### src/rtl/pulse_stretcher_pkg.sv
// Shared types and elaboration helpers for the pulse stretcher.
package pulse_stretcher_pkg;

  typedef enum logic [1:0] {
    IDLE = 2'd0,
    ON   = 2'd1,
    GAP  = 2'd2
  } state_e;

  function automatic int max_int(input int a, input int b);
    return (a > b) ? a : b;
  endfunction

  // Timer must hold max(ON,GAP)-1; never narrower than one bit.
  function automatic int timer_width(input int on_cycles, input int gap_cycles);
    int m;
    m = max_int(on_cycles, gap_cycles);
    return (m < 2) ? 1 : $clog2(m);
  endfunction

endpackage

### src/rtl/stretch_timer.sv
// Loadable down-counter that parks at zero and flags when it gets there.
module stretch_timer #(
  parameter int WIDTH = 4
) (
  input  logic             clk,
  input  logic             rst,
  input  logic             load,
  input  logic [WIDTH-1:0] load_value,
  output logic             zero
);

  logic [WIDTH-1:0] count_q;
  logic [WIDTH-1:0] count_d;

  // Load wins over counting; the count stops at zero instead of wrapping.
  always_comb begin
    count_d = count_q;
    if (load) begin
      count_d = load_value;
    end else if (count_q != '0) begin
      count_d = count_q - WIDTH'(1);
    end
  end

  // Counter register, cleared by the active-low asynchronous reset.
  always_ff @(posedge clk or negedge rst) begin
    if (!rst) begin
      count_q <= '0;
    end else begin
      count_q <= count_d;
    end
  end

  assign zero = (count_q == '0);

endmodule

### src/rtl/pulse_stretcher.sv
// Turns one-cycle event strobes into ON/GAP LED flashes, queueing events that
// arrive while a flash is running and replaying them back-to-back.
module pulse_stretcher
  import pulse_stretcher_pkg::*;
#(
  parameter  int ON_CYCLES  = 10_000_000,
  parameter  int GAP_CYCLES = 5_000_000,
  parameter  int QUEUE_MAX  = 15,
  localparam int PW         = $clog2(QUEUE_MAX + 1)
) (
  input  logic          clk,
  input  logic          rst,
  input  logic          pulse_in,
  output logic          led_out,
  output logic          busy,
  output logic [PW-1:0] pending,
  output logic          overflow
);

  localparam int            TW       = timer_width(ON_CYCLES, GAP_CYCLES);
  localparam logic [TW-1:0] ON_LOAD  = TW'(ON_CYCLES - 1);
  localparam logic [TW-1:0] GAP_LOAD = TW'(GAP_CYCLES - 1);
  localparam logic [PW-1:0] PEND_MAX = PW'(QUEUE_MAX);

  state_e        state_q;
  state_e        state_d;
  logic          led_q;
  logic          led_d;
  logic          busy_q;
  logic          busy_d;
  logic [PW-1:0] pending_q;
  logic [PW-1:0] pending_d;
  logic          overflow_q;
  logic          overflow_d;

  logic          timer_load;
  logic [TW-1:0] timer_load_value;
  logic          timer_zero;
  logic          start_direct;
  logic          dequeue;
  logic          queue_event;

  stretch_timer #(
    .WIDTH (TW)
  ) u_timer (
    .clk        (clk),
    .rst        (rst),
    .load       (timer_load),
    .load_value (timer_load_value),
    .zero       (timer_zero)
  );

  // Next-state: a flash starts either from the queue or by consuming the
  // incoming strobe directly; the timer is reloaded on every phase change.
  always_comb begin
    state_d          = state_q;
    timer_load       = 1'b0;
    timer_load_value = ON_LOAD;
    start_direct     = 1'b0;
    dequeue          = 1'b0;
    unique case (state_q)
      IDLE: begin
        if (pulse_in) begin
          state_d      = ON;
          timer_load   = 1'b1;
          start_direct = 1'b1;
        end
      end
      ON: begin
        if (timer_zero) begin
          state_d          = GAP;
          timer_load       = 1'b1;
          timer_load_value = GAP_LOAD;
        end
      end
      GAP: begin
        if (timer_zero) begin
          if (pending_q != '0) begin
            state_d    = ON;
            timer_load = 1'b1;
            dequeue    = 1'b1;
          end else if (pulse_in) begin
            state_d      = ON;
            timer_load   = 1'b1;
            start_direct = 1'b1;
          end else begin
            state_d = IDLE;
          end
        end
      end
      default: begin
        state_d = IDLE;
      end
    endcase
  end

  // Saturating event queue: a simultaneous enqueue and dequeue cancel out,
  // so a full queue only overflows when nothing is leaving it.
  always_comb begin
    queue_event = pulse_in && !start_direct;
    pending_d   = pending_q;
    overflow_d  = 1'b0;
    if (queue_event && dequeue) begin
      pending_d = pending_q;
    end else if (queue_event) begin
      if (pending_q < PEND_MAX) begin
        pending_d = pending_q + PW'(1);
      end else begin
        overflow_d = 1'b1;
      end
    end else if (dequeue) begin
      pending_d = pending_q - PW'(1);
    end
  end

  // Outputs follow the next state so they line up with the state register.
  always_comb begin
    led_d  = (state_d == ON);
    busy_d = (state_d != IDLE);
  end

  // State and registered outputs; reset aborts any flash and drops the queue.
  always_ff @(posedge clk or negedge rst) begin
    if (!rst) begin
      state_q    <= IDLE;
      led_q      <= 1'b0;
      busy_q     <= 1'b0;
      pending_q  <= '0;
      overflow_q <= 1'b0;
    end else begin
      state_q    <= state_d;
      led_q      <= led_d;
      busy_q     <= busy_d;
      pending_q  <= pending_d;
      overflow_q <= overflow_d;
    end
  end

  assign led_out  = led_q;
  assign busy     = busy_q;
  assign pending  = pending_q;
  assign overflow = overflow_q;

endmodule

### config.mk
export PLATFORM = sky130hd
export DESIGN_NAME = pulse_stretcher
export DESIGN_NICKNAME = d
export VERILOG_FILES = /design/src/rtl/pulse_stretcher_pkg.sv /design/src/rtl/stretch_timer.sv /design/src/rtl/pulse_stretcher.sv
export SDC_FILE = /design/constraint.sdc
export NUM_CORES = 1
export LEC_CHECK = 0
export BUFFER_PORTS_ARGS = -buffer_cell sky130_fd_sc_hd__buf_2
export CAP_MARGIN = 20
export CORE_ASPECT_RATIO = 1.4
export CORE_UTILIZATION = 58
export DETAILED_ROUTE_END_ITERATION = 10
export PLACE_DENSITY = 0.76
export SLEW_MARGIN = 20
export SYNTH_ARGS = -nofsm -noshare
export SYNTH_HDL_FRONTEND = slang
export SYNTH_SLANG_ARGS = --single-unit
### constraint.sdc
create_clock -name clk -period 4.9 [get_ports clk]
set_input_delay 0.49 -clock clk [delete_from_list [all_inputs] [get_ports clk]]
set_output_delay 0.49 -clock clk [all_outputs]
set_load 0.01 [all_outputs]
After elaboration in Yosys (flattened, before gate mapping)
Index checks and enable logic that the tools add are counted.
- register bits: 33
- bits in latches: 0
- RAM bits: 0
- ROM bits: 0
- logic and storage cells: 53
- memories: 0
- add/sub/neg operators: 3
- multipliers: 0
- div/mod/pow operators: 0
- magnitude comparators: 1
- equality and inequality tests: 4
- shift operators: 0
- mux-type cells: 27
- bitwise operators: 1
- reduce and logical (&&, ||, !) cells: 11
- operator list (cell ; count):
    $mux W24 ; 4
    $logic_not A24 Y1 ; 1
    $reduce_bool A24 Y1 ; 1
    $sub A24 B1 Y24 const B ; 1
    $mux W1 ; 14
    $mux W4 ; 3
    $mux W2 ; 3
    $pmux W2 S3 ; 1
    $reduce_bool A2 Y1 ; 3
    $add A4 B1 Y4 const B ; 1
    $eq A2 B1 Y1 const B ; 2
    $lt A4 B4 Y1 const B ; 1
    $reduce_bool A4 Y1 ; 1
    $sub A4 B1 Y4 const B ; 1
    $pmux W1 S3 ; 1
    $reduce_and A3 Y1 ; 1
    $eq A2 B2 Y1 const B ; 1
    $logic_and A1 B1 Y1 ; 2
    $logic_not A2 Y1 ; 1
    $ne A2 B1 Y1 const B ; 1
    $pmux W1 S2 ; 1
    $logic_not A1 Y1 ; 1
    $not A1 Y1 ; 1

Logic depth before layout (Yosys ltp)
Gate-level depths: netlist (run 1).
- depth in word-level cells: 9
- depth in mapped cells: 15
- gate-level depth less buffers: 13

Modules after synthesis
From an unflattened synthesis (run 1), not the netlist that was laid out.
- cells, all modules: 215
- area, all modules: 2044.5 um2
- modules (own cells, without submodules) (module ; instances ; cells an instance ; area an instance (um2) ; sequential area each (um2)):
    stretch_timer ; 1 ; 164 ; 1506.4 ; 600.6
    pulse_stretcher ; 1 ; 51 ; 538.0 ; 225.2

Worst setup path after synthesis (run 1)
Ideal clock, no wire load.
- kind: register to register
- start point: reg u_timer.count_q[0]
- end point: reg pending_q[3] (netlist: pending[3])
- library setup time: 79 ps
- arrival time: 3384 ps
- data required time: 4821 ps
- slack: 1437 ps
- stages on the path, launching flop included: 16
- path buffers: 2
- period minus slack after synthesis: 3463 ps
- cell sequence: dfrtp_1 -> inv_1 -> ha_1 -> or4b_4 -> or4_4 -> buf_6 -> nor2_8 -> buf_4 -> a21boi_0 -> o21ai_0 -> ha_1 -> a21o_1 -> a21oi_1 -> nand3_1 -> o31ai_1 -> xor2_1
- word-level cells in the longest chain between the ends: 8
- elaborated cells between the ends (all ways): 13
- those cells by class: 1 x eq/ne; 5 x mux; 1 x bitwise; 6 x reduce/logical
- ends and longest elaborated chain (element ; RTL line ; source):
    start: declaration ; stretch_timer.sv:12 ; logic [WIDTH-1:0] count_q;
    start signal: assignment ; stretch_timer.sv:30 ; count_q <= count_d;
    $logic_not A24 Y1 (*) ; stretch_timer.sv:34 ; assign zero = (count_q == '0);
    parallel branches: the longest is 7 deep, another holds $reduce_and A3 Y1 ; - ;
    end signal: assignment ; pulse_stretcher.sv:134 ; pending_q <= pending_d;
    end: declaration ; pulse_stretcher.sv:31 ; logic [PW-1:0] pending_q;
Mark *: on every way between the ends.
A chain may end at the register's enable or synchronous reset.

Final worst setup path (run 1)
Same ends and word-level chain as after synthesis.

==> summary.md, run 1 <==
| Metric | Value |
|---|---|
| Avg Synthesized Cell Area | a little under 10 sq um |
| Rows | 23 |
| Std-Cell Core Area | a little under 3000 sq um |
| Worst vdd ir | 333 uV |
| Hold_ws | 246 ps |
| Final WL | approximately 3600 um |
| Crit path kind | reg -> reg |
| Worst setup path endpoint | pending[3]$_DFFE_PN0P_ |
| Initial antenna violation count | 0 |
| Setup crit start | u_timer.count_q[0]$_DFFE_PN0P_ |
| Critical Path Source Type | flip-flop |
| Dominant cells by area after synthesis | dfrtp_1, xnor2_1, xor2_1 |
| # DRC | 0 |
| Initial Util | 0.621 |
| Maxcap violations | 0 |
| Actual slew at the worst max-slew pin | 787 ps |
| Slew headroom | 0.470 |
| Cell area after synthesis | 1800 sq um |
| CTS clock-pin slew for the worst setup and hold paths | roughly 70 ps |
| Hold WC Path Type | in -> async |
| Synth cell count leaders | dfrtp_1, nor2_1, nand2_1 |
| Overall power | 0.640 mW |
| CP required | ~5100 ps |
| Synthesized flop and latch total | 33 |
| Setup TNS | 0 ps |
| Outcome | finished clean |
| Drt first pass iters | 4 |
| Yosys cell types | 40 |
| Filler cell count | around 250 |
| Power density over cell area | 330 nW/um^2 |
| Root buf cell | clkbuf_8 |
| Total of warnings raised by yosys | 0 |
| FFs w/ async S/R, synth | 1.00 |
| H-Tree Level Count | 2 |
| Seq/Total Area, Yosys | 0.458 |
| Vias in the first global route | 1409 |
| DR iter-0 viols | 47 |
| Crit path time final | 3740 ps |
| Share of cells above drive strength 1 | 0.113 |
| Syn_nets | 189 |
| Port Buffers | 9 |
| Largest net degree at the start of global routing | 34 |
| Global placer's final weighted congestion | approximately 0.86 |
| Crit share post-route | 0.763 |
| Resized Gates After CTS | 0 |
| Gr ovfl total | 0 |
| Leakage | 0.718 nW |
| Crit-path max FO | 14 |
| CTS buffer count | 5 |
| Die area | 3340 sq um |
| R2R Setup Slk | 1160 ps |
| Post-DP HPWL | around 2500 um |
| DRT antenna net count | 0 |
| CP endpoint kind | flip-flop |
| Ys flop type | dfrtp_1 |
| WP data arrival | 3960 ps |
| Synth area leader | dfrtp_1 |
| Clock latency at the later pin of the worst-skew pair | roughly 300 ps |
| Fin. max-slew vios | 0 |
| Die X | 49.1 um |
| Most common cell in the netlist | dfrtp_1 |
| Post-CTS setup buffer count | 0 |
| FF-to-FF End | pending[3]$_DFFE_PN0P_ |
| CTS Buffer Depth | 2 |
| CTS sink count | 33 |
| All-layer global routing usage | 0.256 |
| Drt wl/cell | about 15 um |
| Area grow syn2layout | 7.49% |
| Final hold vios | 0 |
| Die Y | 68.0 um |
| Post-synth EDFFs | 0 |
| RSZ-0062 raised after global routing | no |
| CTS Hold Bufs | 0 |
| First-pass GRT wire length | about 6200 um |
| Ports | 10 |
| Vias/cell | 5.98 |
| Reg2Reg Depth | 13 |
| Mapped Cells | 182 |
| Peak Freq | approximately 0.27 GHz |
| CTS tree | yes |
| Setup violators final | 0 |
| Post-synth top area share | 0.458 |
| Worst reg2reg path startpoint | u_timer.count_q[0]$_DFFE_PN0P_ |
| NumNets Final | 200 |
| Clock Skew | 7.61 ps |
| N_diodes | 0 |
| Via count | 1382 |
-- worst min-delay path by stage --
stage / end / start
after global placement: u_timer.count_q[1]$_DFFE_PN0P_ / u_timer.count_q[1]$_DFFE_PN0P_
after global routing: u_timer.count_q[12]$_DFFE_PN0P_ / rst
after floorplan: busy$_DFF_PN0_ / rst
final: u_timer.count_q[13]$_DFFE_PN0P_ / rst
after CTS: u_timer.count_q[12]$_DFFE_PN0P_ / rst
after detailed placement: u_timer.count_q[1]$_DFFE_PN0P_ / u_timer.count_q[1]$_DFFE_PN0P_
-- stage by stage --
stage	instance area (sq um)	instances	util	worst slack [ps]
after floorplan	1800	182	-	1440
after global placement	1860	223	0.639	1410
after detailed placement	1860	223	0.639	1210
after CTS	1940	231	0.667	1190
after global routing	1940	231	0.667	923
final	1940	231	0.667	1160
-- flip-flops by register name, indices dropped and copies added (netlist names) --
| name | flops |
|---|---|
| state_q | 2 |
| pending | 4 |
| busy | 1 |
| overflow | 1 |
| led_out | 1 |
| u_timer.count_q | 24 |
-- cell usage in the layout, fill, tap and decap left out, types with 2 or more instances in the layout --
master,netlist,final
buf_2,1,9
nand4_1,2,2
nor3b_1,2,2
o31ai_1,5,5
nor2b_1,2,2
or3_1,4,4
dfrtp_1,33,33
nor2_1,20,20
o21ai_0,7,7
nor4_1,7,7
o21bai_1,3,3
or4_1,6,6
xnor2_1,12,12
nor3_1,6,6
clkinv_2,0,2
nand3_1,6,6
clkbuf_8,0,5
nand2_1,19,19
xor2_1,11,11
ha_1,3,3
a21oi_1,7,7
nand2b_1,3,3
inv_1,3,3
-- logic make-up (layout without fill, tap and decap cells) --
logic type | after synthesis | in the layout | synth area share
and+or+nand+nor | 84 | 84 | 0.251
DFF | 33 | 33 | 0.458
AOI/OAI and AO/OA | 28 | 28 | 0.107
xor gates and xnor gates | 23 | 23 | 0.112
buffers and inverters | 8 | 20 | 0.0277
adders and majority gates | 4 | 4 | 0.0319
muxes | 2 | 2 | 0.0125
-- per-layer routing --
| layer | wire length [um] | vias to the layer above | share of wire | GRT usage |
|---|---|---|---|---|
| li1 | - | 666 | - | - |
| met1 | 1560 | 685 | 0.44 | 0.291 |
| met2 | 1790 | 25 | 0.50 | 0.442 |
| met3 | 130 | 6 | 0.037 | 0.0667 |
| met4 | 69 | 0 | 0.019 | 0.140 |
| met5 | 0 | - | 0 | 0 |
-- cell type report --
class	instances	area, sq um	share of cell area
clock buffer	6	72.6	0.0374
clock inverter	2	10.0	0.00516
inverter	3	11.3	0.00581
multi-input combinational	141	928	0.479
sequential	33	826	0.426
tap	37	46.3	0.0239
timing repair buffer	9	45.0	0.0232
-- worst max-delay path, cell delays in order (launching register included) --
cell and delay, ps:
dfrtp_1 380, inv_1 90, ha_1 180, or4b_4 490
or4_4 630, nor2_8 230, a21boi_0 150, o21ai_0 430
ha_1 330, a21o_1 160, a21oi_1 200, nand3_1 110
o31ai_1 120, xor2_1 170
-- power by group --
| part | internal, mW | switching [mW] | leakage, nW |
|---|---|---|---|
| Combinational | 0.0563 | 0.0563 | 0.317 |
| Clock | 0.0983 | 0.102 | 0.0450 |
| Sequential | 0.294 | 0.0324 | 0.355 |
(Power assumes the default switching activity.)
==> run 2, diff against run 1 <==
Clock period 4.9 ns to 3.7 ns, I/O delays scaled along.
==> run 2 against run 1 <==
Sequential power grew 33%; utilization is 1.5 points higher; largest cell class unchanged; via count shrank 2.0%; non-clock buffer count up 1; critical endpoint unchanged; final area grew 2.3%.
==> summary.md, run 2 (synthesis results as in run 1) <==
| Metric | Value |
|---|---|
| Critical Path Source Type | flip-flop (unchanged) |
| Commonest cells after routing, fill and taps aside | dfrtp_1, nor2_1, nand2_1, xnor2_1, xor2_1 (unchanged) |
| Clock Skew | 4.93 ps (was 7.61 ps) |
| Logic pwr share | 0.158 (was 0.176) |
| Clock share of power | 0.379 (was 0.314) |
| Initial Util | 0.621 (unchanged) |
| Fin util | 0.683 (was 0.667) |
| CTS buffer count | 5 (unchanged) |
| Met3 wire len | 132 um (was 130 um) |
| Crit share post-route | 0.931 (was 0.763) |
| Placed Cells | 224 (was 223) |
| Switching power | 0.255 mW (was 0.191 mW) |
| Final WL | 3670 um (was 3560 um) |
| Area grow syn2layout | 9.99% (was 7.49%) |
| Internal power | 0.683 mW (was 0.449 mW) |
| Dpl ws | 104 ps (was 1210 ps) |
| Non-Filler Instances | 232 (was 231) |
| Power density over cell area | 473 nW/um^2 (was 330 nW/um^2) |
| Most flops, register | u_timer.count_q (unchanged) |
| Vias in the first global route | 1331 (was 1409) |
| Leakage | 0.738 nW (was 0.718 nW) |
| Post-DP HPWL | 2550 um (was 2500 um) |
| Die area | 3340 sq um (unchanged) |
| Share of cells above drive strength 1 | 0.123 (was 0.113) |
| Die X | 49.1 um (unchanged) |
| Crit-path most repeated cell | ha_1 (unchanged) |
| Hold_ws | 120 ps (was 246 ps) |
| Actual slew at the worst max-slew pin | 755 ps (was 787 ps) |
| Vias/cell | 5.84 (was 5.98) |
| Post-route cell area | 1980 sq um (was 1940 sq um) |
| # DRC | 0 (unchanged) |
| Outcome | finished clean (unchanged) |
| CP cell instances | inv_1, ha_1, or4b_4, or4_4, nor2_8, a21boi_0, o21ai_2, ha_1, a21o_1, a21oi_1, nand3_1, o31ai_1, xor2_1 (was inv_1, ha_1, or4b_4, or4_4, nor2_8, a21boi_0, o21ai_0, ha_1, a21o_1, a21oi_1, nand3_1, o31ai_1, xor2_1) |
| Worst setup margin | 256 ps (was 1160 ps) |
| Clock latency at the later pin of the worst-skew pair | 300 ps (about the same) |
| Met1 Wirelength | 1630 um (was 1560 um) |
| Gr ovfl total | 0 (unchanged) |
| Largest register FFs | 24 (unchanged) |
| CTS clock-pin slew for the worst setup and hold paths | 70 ps (about the same) |
| Power share of the sequential group | 0.463 (was 0.510) |
| CTS sink count | 33 (unchanged) |
| Drt first pass iters | 4 (unchanged) |
| CTS tree | yes (unchanged) |
| Filler cell count | 230 (was 251) |
| Via count | 1355 (was 1382) |
| Crit-path max FO | 9 (was 14) |
| Slowest stage delay, CP | 650 ps (was 630 ps) |
| Top layer in use | met4 (unchanged) |
| Largest net degree at the start of global routing | 34 (unchanged) |
| CP required | 3920 ps (was 5120 ps) |
| Sw Ratio | 0.272 (was 0.299) |
| Initial antenna violation count | 0 (unchanged) |
| WP data arrival | 3670 ps (was 3960 ps) |
| Final hold vios | 0 (unchanged) |
| First-pass GRT wire length | 6080 um (was 6240 um) |
| Cell Area, Placed | 1860 sq um (about the same) |
| Crit path kind | reg -> reg (unchanged) |
| Post-CTS setup buffer count | 0 (unchanged) |
| CP endpoint kind | flip-flop (unchanged) |
| Slowest cell on crit path | or4_4 (unchanged) |
| Hold WC Path Type | in -> async (unchanged) |
| Port Buffers | 9 (unchanged) |
| H-Tree Level Count | 2 (unchanged) |
| Worst vdd ir | 627 uV (was 333 uV) |
| Setup TNS | 0 ps (unchanged) |
| Die Y | 68.0 um (unchanged) |
| Std-Cell Core Area | 2910 sq um (unchanged) |
| Crit path time final | 3440 ps (was 3740 ps) |
| Drt wl/cell | 15.8 um (was 15.4 um) |
| DR iter-0 viols | 45 (was 47) |
| All-layer global routing usage | 0.256 (about the same) |
| N_diodes | 0 (unchanged) |
| Global placer's final weighted congestion | 0.875 (was 0.857) |
| CTS Buffer Depth | 2 (unchanged) |
| R2R Setup Slk | 260 ps (was 1160 ps) |
| Overall power | 0.939 mW (was 0.640 mW) |
| Setup violators final | 0 (unchanged) |
| Peak Freq | 0.290 GHz (was 0.268 GHz) |
| WL met2 | 1830 um (was 1790 um) |
| Maxcap violations | 0 (unchanged) |
| Most common cell after layout, fill and taps aside | dfrtp_1 (unchanged) |
| RSZ-0062 raised after global routing | no (unchanged) |
| Fin. max-slew vios | 0 (unchanged) |
| Root buf cell | clkbuf_8 (unchanged) |
| DRT antenna net count | 0 (unchanged) |
| Slew headroom | 0.490 (was 0.470) |
| Rows | 23 (unchanged) |
| Ports | 10 (unchanged) |
| NumNets Final | 201 (was 200) |
[run 2: repair_timing]
action                     4_1_cts  5_1_grt
gates resized for setup          0        2
hold buffers                     0        0
setup endpoints to repair        0        1
[run 2: power groups by stage]
stage / Combinational [mW] / Sequential (mW) / Clock [mW]
2_1_floorplan: 0.0854 / 0.444 / 0
3_3_place_gp: 0.142 / 0.438 / 0
3_5_place_dp: 0.150 / 0.438 / 0
4_1_cts: 0.150 / 0.432 / 0.361
5_1_grt: 0.167 / 0.438 / 0.379
6_report: 0.149 / 0.434 / 0.355
[run 2: layout make-up]
type / count / area, sq um / area share
Clock buffer: 7 / 86.3 / 0.0435
Clock inverter: 1 / 30.0 / 0.0151
Inverter: 3 / 11.3 / 0.00567
Multi-Input combinational cell: 141 / 932 / 0.470
Sequential cell: 33 / 826 / 0.416
Tap cell: 37 / 46.3 / 0.0233
Timing Repair Buffer: 10 / 52.6 / 0.0265
[run 2: worst paths after layout]
check | startpoint | to | cells after the start
hold / removal | rst | u_timer.count_q[18]$_DFFE_PN0P_ | 1
hold reg to reg | u_timer.count_q[13]$_DFFE_PN0P_ | u_timer.count_q[13]$_DFFE_PN0P_ | 2
max in group asynchronous | rst | u_timer.count_q[13]$_DFFE_PN0P_ | 1
min in group clk | pulse_in | overflow$_DFF_PN0_ | 2
setup / recovery | u_timer.count_q[0]$_DFFE_PN0P_ | pending[3]$_DFFE_PN0P_ | 13
setup reg to reg | u_timer.count_q[0]$_DFFE_PN0P_ | pending[3]$_DFFE_PN0P_ | 13
[run 2: critical path: cells and delay by family (launching register included)]
kind	cells	cell delay [ps]
adder cells (fa/ha/maj)	2	460
AO/OA/AOI/OAI	5	880
flip-flops	1	380
buffers and inverters	1	90
XOR/XNOR	1	170
AND/OR/NAND/NOR	4	1390
[run 2: per-layer routing]
metal,global-route usage,vias up
met1,0.282,652
met4,0.140,0
met5,0,-
li1,-,665
met2,0.445,31
met3,0.0733,7
==> run 3, diff against run 2 <==
Settings changed: CORE_UTILIZATION 58 to 54, PLACE_DENSITY 0.76 to 0.75.
Clock period 3.7 ns to 2.8 ns, I/O delays scaled along.
==> run 3 against run 2 <==
The flow now finishes with violations (negative setup slack); final area is 9.3% higher; die area is 7.2% higher; maximum frequency is 17% higher; clock power is 3% lower; routed wire length is 13% higher; critical path depth stayed put; cell count is 11% higher; sequential cell count stayed put; register-to-register slack worse by 410 ps; sequential power is 33% higher; global-route usage is 1.5 points higher.
==> summary.md, run 3 (synthesis results as in run 1) <==
| Metric | Value |
|---|---|
| Crit path kind | reg -> reg (unchanged) |
| Reg2Reg Depth | 13 (unchanged) |
| Crit path time final | 2960 ps (was 3440 ps) |
| Vias/cell | 5.87 (was 5.84) |
| RSZ-0062 raised after global routing | yes (was no) |
| Worst vdd ir | 525 uV (was 627 uV) |
| Die Y | 70.4 um (was 68.0 um) |
| Port Buffers | 9 (unchanged) |
| Outcome | finished, violations left (was finished clean) |
| First-pass GRT wire length | 7060 um (was 6080 um) |
| NumNets Final | 225 (was 201) |
| Setup violators final | 2 (was 0) |
| Share of cells above drive strength 1 | 0.247 (was 0.123) |
| CTS sink count | 33 (unchanged) |
| Leakage | 0.839 nW (was 0.738 nW) |
| Met1 Wirelength | 1730 um (was 1630 um) |
| Area grow syn2layout | 20.2% (was 9.99%) |
| Overall power | 1.15 mW (was 0.939 mW) |
| Ports | 10 (unchanged) |
| Slew headroom | 0.502 (was 0.490) |
| Initial Util | 0.572 (was 0.621) |
| CTS tree | yes (unchanged) |
| Drt first pass iters | 4 (unchanged) |
| FF-to-FF End | pending[3]$_DFFE_PN0P_ (unchanged) |
| Maxcap violations | 0 (unchanged) |
| Most common cell after layout, fill and taps aside | dfrtp_1 (unchanged) |
| CTS buffer count | 5 (unchanged) |
| Worst setup path endpoint | pending[3]$_DFFE_PN0P_ (unchanged) |
| Top layer in use | met4 (unchanged) |
| Drt wl/cell | 16.1 um (was 15.8 um) |
| DR iter-0 viols | 59 (was 45) |
| Post-route cell area | 2170 sq um (was 1980 sq um) |
| All-layer global routing usage | 0.271 (was 0.256) |
| Cell Area, Placed | 2040 sq um (was 1860 sq um) |
| R2R Setup Slk | -160 ps (was 260 ps) |
| Critical Path Source Type | flip-flop (unchanged) |
| Post-DP HPWL | 2920 um (was 2550 um) |
| Placed Cells | 246 (was 224) |
| Crit share post-route | 1.06 (was 0.931) |
| Crit-path max FO | 4 (was 9) |
| H-Tree Level Count | 2 (unchanged) |
| CTS Buffer Depth | 2 (unchanged) |
| Peak Freq | 0.338 GHz (was 0.290 GHz) |
| Root buf cell | clkbuf_8 (unchanged) |
| Largest register FFs | 24 (unchanged) |
| Rows | 24 (was 23) |
| Non-Filler Instances | 258 (was 232) |
| WP data arrival | 3160 ps (was 3670 ps) |
| Worst setup margin | -155 ps (was 256 ps) |
| Std-Cell Core Area | 3150 sq um (was 2910 sq um) |
| Met3 wire len | 135 um (was 132 um) |
| Die area | 3580 sq um (was 3340 sq um) |
| CTS clock-pin slew for the worst setup and hold paths | 70 ps (about the same) |
| WL met2 | 2190 um (was 1830 um) |
| Violated checks | negative setup slack |
| Largest net degree at the start of global routing | 34 (unchanged) |
| Final WL | 4150 um (was 3670 um) |
| Vias in the first global route | 1542 (was 1331) |
| Initial antenna violation count | 0 (unchanged) |
| # DRC | 0 (unchanged) |
| Setup TNS | -272 ps (was 0 ps) |
| Fin. max-slew vios | 0 (unchanged) |
| Most flops, register | u_timer.count_q (unchanged) |
| Hold_ws | 54.3 ps (was 120 ps) |
| Gr ovfl total | 0 (unchanged) |
| Worst reg2reg path startpoint | u_timer.count_q[1]$_DFFE_PN0P_ (was u_timer.count_q[0]$_DFFE_PN0P_) |
| Hold WC Path Type | in -> async (unchanged) |
| Global placer's final weighted congestion | 0.825 (was 0.875) |
| Final hold vios | 0 (unchanged) |
| CP endpoint kind | flip-flop (unchanged) |
| Clock latency at the later pin of the worst-skew pair | 280 ps (was 300 ps) |
| Power density over cell area | 531 nW/um^2 (was 473 nW/um^2) |
| Clock Skew | 3.99 ps (was 4.93 ps) |
| Die X | 50.9 um (was 49.1 um) |
| Setup crit start | u_timer.count_q[1]$_DFFE_PN0P_ (was u_timer.count_q[0]$_DFFE_PN0P_) |
| DRT antenna net count | 0 (unchanged) |
| N_diodes | 0 (unchanged) |
| Actual slew at the worst max-slew pin | 737 ps (was 755 ps) |
| Via count | 1514 (was 1355) |
| CP required | 3010 ps (was 3920 ps) |
| Commonest cells after routing, fill and taps aside | dfrtp_1, buf_4, nor2_1, nand2_1, xnor2_1 (was dfrtp_1, nor2_1, nand2_1, xnor2_1, xor2_1) |
run 3: changes by cell type in the layout (fill, tap and decap cells not counted), moves of 2 or more:
cell      previous run  this run
buf_4                1        25
clkbuf_1             1         3
ha_1                 3         1
inv_2                0         2
ha_4                 0         2
inv_1                3         1
run 3: layout make-up:
class,instances,area (sq um)
Fill cell,248,983
Timing Repair Buffer,34,233
Multi-Input combinational cell,141,971
Tap cell,39,48.8
Sequential cell,33,826
Clock buffer,8,80.1
Inverter,3,11.3
run 3: how the worst min path moves through the flow:
stage	startpoint	endpoint	slack (ps)
after CTS	rst	u_timer.count_q[23]$_DFFE_PN0P_	80
after global routing	rst	u_timer.count_q[12]$_DFFE_PN0P_	110
after global placement	rst	u_timer.count_q[12]$_DFFE_PN0P_	370
after floorplan	rst	busy$_DFF_PN0_	-20
after detailed placement	rst	u_timer.count_q[23]$_DFFE_PN0P_	390
final	rst	u_timer.count_q[23]$_DFFE_PN0P_	50
run 3: report_power, final:
| group | internal (mW) | total (mW) | leakage [nW] | switching (mW) |
|---|---|---|---|---|
| clock | 0.176 | 0.343 | 0.0395 | 0.166 |
| sequential | 0.514 | 0.578 | 0.355 | 0.0634 |
| combinational | 0.123 | 0.232 | 0.444 | 0.109 |
| total | 0.814 | 1.15 | 0.839 | 0.338 |
run 3: through the flow:
stage,util,worst slack (ps)
after global routing,0.688,-257
after CTS,0.677,-141
after floorplan,-,-265
after detailed placement,0.647,-162
final,0.688,-155
after global placement,0.647,-40.8
run 3: worst max-delay path: stages (launching register included):
cell and delay, ps:
dfrtp_1 390, inv_2 80, ha_4 120, or4b_4 470, or4_4 480, nor2_8 130
a21boi_2 70, o21ai_2 180, ha_1 260, a21o_1 170, a21oi_2 140, nand3_1 90
o31ai_1 120, xor2_1 180
run 3: timing repair:
| action | in CTS | in global routing |
|---|---|---|
| buffers inserted | 2 | 2 |
| hold buffers | 0 | 0 |
| endpoints found under the setup margin | 3 | 10 |
| resized for setup | 0 | 3 |
| pin swaps | 2 | 1 |
run 3: layer usage:
layer  GRT usage  vias up
li1            -      716
met1       0.304      755
met2       0.484       35
met3      0.0523        8
met4       0.114        0
met5           0        -
